--- src/rtl/uart_tx_queue.sv ---
// rtl/uart_tx_queue.sv - byte FIFO and transmit handshake sequencer feeding the uart transmitter (option: UART_TXQ_OVF_COUNT_EN)
module uart_tx_queue #(
    parameter int DEPTH_LOG2  = 4,
    parameter int ACK_TIMEOUT = 255
) (
    input  logic                  clk,
    input  logic                  rst_n,
    input  logic                  wr_en,
    input  logic [7:0]            wr_data,
    input  logic                  flush,
    output logic                  full,
    output logic                  empty,
    output logic [DEPTH_LOG2:0]   count,
    output logic                  overflow,
    output logic                  uart_transmit,
    output logic [7:0]            uart_tx_byte,
    input  logic                  uart_is_transmitting,
    output logic                  busy
`ifdef UART_TXQ_OVF_COUNT_EN
    ,
    output logic [7:0]            ovf_count
`endif
);

    localparam int DEPTH = 2 ** DEPTH_LOG2;
    localparam int PW    = DEPTH_LOG2 + 1;
    localparam int TW    = $clog2(ACK_TIMEOUT + 1);

    typedef enum logic [1:0] {
        IDLE  = 2'd0,
        ACK   = 2'd1,
        RETRY = 2'd2,
        DONE  = 2'd3
    } state_t;

    state_t                state;
    state_t                state_nxt;
    logic [7:0]            mem [DEPTH];
    logic [PW-1:0]         wr_ptr;
    logic [PW-1:0]         rd_ptr;
    logic [TW-1:0]         timer;
    logic [TW-1:0]         timer_nxt;
    logic                  transmit_nxt;
    logic                  pop;
    logic                  push;
    logic                  drop;

    // Occupancy flags come straight from the registered pointers
    always_comb begin
        count = wr_ptr - rd_ptr;
        full  = (count == PW'(DEPTH));
        empty = (count == '0);
        busy  = (state != IDLE);
    end

    // A flush swallows any same-cycle write without flagging it as an overflow
    always_comb begin
        push = wr_en && !full && !flush;
        drop = wr_en && full && !flush;
    end

    // Handshake sequencer: next state, pop request and transmit/timer updates
    always_comb begin
        state_nxt    = state;
        pop          = 1'b0;
        transmit_nxt = uart_transmit;
        timer_nxt    = timer;
        case (state)
            IDLE: begin
                if (!empty && !uart_is_transmitting && !flush) begin
                    pop          = 1'b1;
                    transmit_nxt = 1'b1;
                    timer_nxt    = '0;
                    state_nxt    = ACK;
                end
            end
            ACK: begin
                if (uart_is_transmitting) begin
                    transmit_nxt = 1'b0;
                    state_nxt    = DONE;
                end else if (timer == TW'(ACK_TIMEOUT)) begin
                    transmit_nxt = 1'b0;
                    state_nxt    = RETRY;
                end else begin
                    timer_nxt = timer + 1'b1;
                end
            end
            RETRY: begin
                // Transmit was low for exactly this cycle; re-offer the same byte
                transmit_nxt = 1'b1;
                timer_nxt    = '0;
                state_nxt    = ACK;
            end
            DONE: begin
                if (!uart_is_transmitting) begin
                    state_nxt = IDLE;
                end
            end
            default: begin
                transmit_nxt = 1'b0;
                state_nxt    = IDLE;
            end
        endcase
    end

    // State, transmit strobe and ack timer registers
    always_ff @(posedge clk) begin
        if (!rst_n) begin
            state         <= IDLE;
            uart_transmit <= 1'b0;
            timer         <= '0;
        end else begin
            state         <= state_nxt;
            uart_transmit <= transmit_nxt;
            timer         <= timer_nxt;
        end
    end

    // Byte storage has no reset; only locations between the pointers are ever read
    always_ff @(posedge clk) begin
        if (push) begin
            mem[wr_ptr[DEPTH_LOG2-1:0]] <= wr_data;
        end
    end

    // Pointers, output byte latch and sticky overflow flag
    always_ff @(posedge clk) begin
        if (!rst_n) begin
            wr_ptr       <= '0;
            rd_ptr       <= '0;
            uart_tx_byte <= 8'h00;
            overflow     <= 1'b0;
        end else begin
            if (push) begin
                wr_ptr <= wr_ptr + 1'b1;
            end
            if (flush) begin
                rd_ptr <= wr_ptr;
            end else if (pop) begin
                rd_ptr       <= rd_ptr + 1'b1;
                uart_tx_byte <= mem[rd_ptr[DEPTH_LOG2-1:0]];
            end
            if (drop) begin
                overflow <= 1'b1;
            end
        end
    end

`ifdef UART_TXQ_OVF_COUNT_EN
    // Saturating count of dropped pushes, cleared only by reset
    always_ff @(posedge clk) begin
        if (!rst_n) begin
            ovf_count <= 8'h00;
        end else if (drop && (ovf_count != 8'hFF)) begin
            ovf_count <= ovf_count + 8'h01;
        end
    end
`endif

endmodule
--- config.mk ---
export PLATFORM = sky130hd
export DESIGN_NAME = uart_tx_queue
export DESIGN_NICKNAME = d
export VERILOG_FILES = /design/src/rtl/uart_tx_queue.sv
export SDC_FILE = /design/constraint.sdc
export NUM_CORES = 1
export LEC_CHECK = 0
export ABC_CLOCK_PERIOD_IN_PS = 7400
export BUFFER_PORTS_ARGS = -buffer_cell sky130_fd_sc_hd__buf_2
export CORE_MARGIN = 1.5
export CORE_UTILIZATION = 40
export CTS_CLUSTER_DIAMETER = 200
export DETAILED_ROUTE_END_ITERATION = 8
export HOLD_SLACK_MARGIN = 0.1
export PLACE_DENSITY_LB_ADDON = 0.12
export SYNTH_ARGS = -nofsm -noshare
export SYNTH_HDL_FRONTEND = slang
export SYNTH_SLANG_ARGS = --single-unit
--- constraint.sdc ---
create_clock -name clk -period 7.4 [get_ports clk]
set_input_delay 1.11 -clock clk [delete_from_list [all_inputs] [get_ports clk]]
set_output_delay 1.11 -clock clk [all_outputs]
set_load 0.005 [all_outputs]
==> summary.md <==
| Metric | Value |
|---|---|
| H-Tree Depth | 4 |
| Pwr/cell area | 265 mW/mm^2 |
| Top-count cell post-synth | edfxtp_1 |
| Seq cells post-synth | 158 |
| Chip Width | 132 um |
| Critical Path RT | approximately 6.3 ns |
| Critical path arrival | 3.02 ns |
| RSZ-0062 raised after global routing | no |
| Reg power frac | 48.8% |
| Cells along the critical path | inv_1 -> ha_1 -> inv_1 -> fa_1 -> xnor2_1 -> inv_1 -> a211oi_2 -> o22ai_2 -> inv_2 -> buf_2 |
| Pin count of the biggest net entering global routing | 37 |
| Most used cell, CP | inv_1 |
| Layout cells sized above 1 | 22.0% |
| Mapped Avg Cell Area | about 15 um^2 |
| Number of global-route vias before repair | 3934 |
| Post-detail-place hpwl | 9.38 mm |
| Logic pwr share | between 7 and 8% |
| Site Rows | 46 |
| Skew final | 0.0104 ns |
| Layout area overhead | 14.1% |
| Synth warnings | 0 |
| Crit Path Max Fanout | 20 |
| Minimum clock period | 4.13 ns |
| Port-buffer cells | 30 |
| TNS Setup | 0 ns |
| Postcts setup bufs | 0 |
| GP Congestion | roughly 0.75 |
| Worst vdd ir | 177 uV |
| Fill cells | between 1000 and 1500 |
| PostCTS Resize Cnt | 0 |
| # setup viols final | 0 |
| Final worst slack | approximately 3.3 ns |
| Setup crit end kind | primary output |
| Synth top cells by count | 128 x edfxtp_1, 32 x mux4_2, 30 x dfxtp_1 |
| Clk Latency, worst-skew pair | 0.43 ns |
| Setup Crit Path Kind | reg -> out |
| Main synth FF type | edfxtp_1 |
| Drt total wl | 14.4 mm |
| Clk network pwr share | approximately 43% |
| Unique masters post-synth | 53 |
| Top cell type's share of synthesized area | 57.9% |
| Cell taking the most area after synthesis | edfxtp_1 |
| Slew Limit Fails | 0 |
| Max transition margin | 30.9% |
| Total grt overflow | 0 |
| Initial antenna violation count | 0 |
| Switching pwr | between 0.4 and 0.5 mW |
| Post-DRT Antenna Nets | 0 |
| Kind of start point of the critical path | flop |
| DR WL/cell | roughly 21 um |
| Nets@finish | 489 |
| Routed vias | 3855 |
| EDFF count, synth | 128 |
| Outcome | finished clean |
| Router iterations before antenna repair | 4 |
| First-pass GRT wire length | 22.4 mm |
| Fmax | 0.242 GHz |
| Buf+Inv Stages, Crit Path | 5 |
| Switching share of total power | between 20% and 30% |
| Critical Path Max Stage Delay | 0.42 ns |
| Die Y | 132 um |
| Post-CTS Hold Fix Bufs | 0 |
| Worst Tran Pin Value | 1.03 ns |
| Die ar. | ~0.017 mm^2 |
| CORE AREA | 0.0161 mm^2 |
| DP Worst Slack | 3.71 ns |
| Reg area | 0.00445 mm^2 |
| Bufs on Longest Clock Path | 2 |
| # clock sinks | 158 |
| Seq/Total Area, Yosys | between 60% and 70% |
| Ys async rst share | 0% |
| CTS clk-pin slew, worst paths | roughly 0.060 ns |
| DR DRC count | 0 |
| Via density | 5.56 |
| Synth area leaders | edfxtp_1 58%, mux4_2 11%, dfxtp_1 9.0% |
| Syn_nets | 459 |
| IO Pins | 31 |
| CTS Buf Count | 17 |
| Post-synthesis instance total | 435 |
| Hold crit path type | reg -> reg |
| Antenna diodes | 0 |
| Max Cap Viol | 0 |
| Worst path slowest cell | fa_1 |
| Final Hold Viols | 0 |
| Overall Power | 2.01 mW |
| CTS tree | yes |
| DRT iter0 DRCs | 285 |
| Internal | 1.53 mW |
| Area of the multi-input gates | 0.00204 mm^2 |
| Root Buffer | clkbuf_16 |
| Top Family by Delay on Critical Path | buffers and inverters |
| Initial Util | about two fifths |
| Final Cycle Share | 55.8% |
| Synthesized cell area | ~0.0066 mm^2 |
| GRT Overall Usage | 17.5% |
| Leak | 2.56 nW |
[worst min-delay path, delay by kind of cell, from the launching register on]
family | cells | cell delay, ns
flip-flops | 1 | 0.33
AND/OR/NAND/NOR | 1 | 0.07
AO/OA/AOI/OAI | 1 | 0.04
[layout by cell type (no fill, tap or decap), drive strengths merged, types with 3 or more instances in the layout]
cell	instances
dfxtp	30
or3	3
edfxtp	128
nand3	18
a21oi	22
nand2	19
a31oi	7
o21ai	26
inv	18
and3	14
clkbuf	17
nor2	14
nor3	6
nand2b	4
ha	10
a311oi	3
a22oi	16
buf	33
clkinv	7
nor2b	8
mux4	32
and2	4
[power groups by stage]
stage | sequential, mW | clock [mW] | combinational [mW]
6_report | 0.978 | 0.870 | 0.156
3_3_place_gp | 0.997 | 0 | 0.155
5_1_grt | 0.979 | 0.921 | 0.173
3_5_place_dp | 0.998 | 0 | 0.158
2_1_floorplan | 0.996 | 0 | 0.104
4_1_cts | 0.979 | 0.887 | 0.158
[routing by layer]
metal | part of all wire (%) | track usage, %
met1 | 46 | 23.4
met5 | 0 | 0
met2 | 49 | 28.2
met3 | 3.8 | 4.11
met4 | 0.51 | 6.36
[worst paths after layout]
kind | start | to | slack (ns) | cells after the start
setup / recovery | wr_ptr[0] | empty | 3.27 | 10
hold / removal | overflow | overflow | 0.47 | 2
setup reg to reg | wr_ptr[0] | mem[0][6] | 4.10 | 10
hold reg to reg | overflow | overflow | 0.47 | 2
[through the flow]
step           hold slack (ns)  utilization [%]  cell area [um^2]  std cells
6_report                 0.474             47.2              7570        693
5_1_grt                  0.512             47.2              7570        693
4_1_cts                  0.481             47.2              7570        693
3_5_place_dp             0.463             43.5              6990        662
3_3_place_gp             0.446             43.5              6990        662
2_1_floorplan            0.444                -              6640        435
[layout make-up]
| type | instances | area share [%] |
|---|---|---|
| multi-input combinational | 240 | 26.9 |
| clock buffer | 17 | 5.62 |
| clock inverter | 14 | 2.13 |
| inverter | 15 | 0.776 |
| sequential | 158 | 58.7 |
| timing repair buffer | 33 | 2.28 |
| tap | 216 | 3.57 |
[cell families after synthesis]
group                    share of synthesized area [%]
buffers and inverters                             2.34
adder cells (fa/ha/maj)                           2.19
XOR/XNOR                                         0.528
multiplexers                                      11.2
flip-flops                                        66.9
AND/OR/NAND/NOR                                   8.10
AO/OA/AOI/OAI                                     8.75
[state kept, by name, indices dropped and copies added, names as in the netlist]
name	flops
uart_transmit	1
uart_tx_byte	8
mem	128
timer	8
state	2
overflow	1
wr_ptr	5
rd_ptr	5
(Power assumes the default switching activity.)
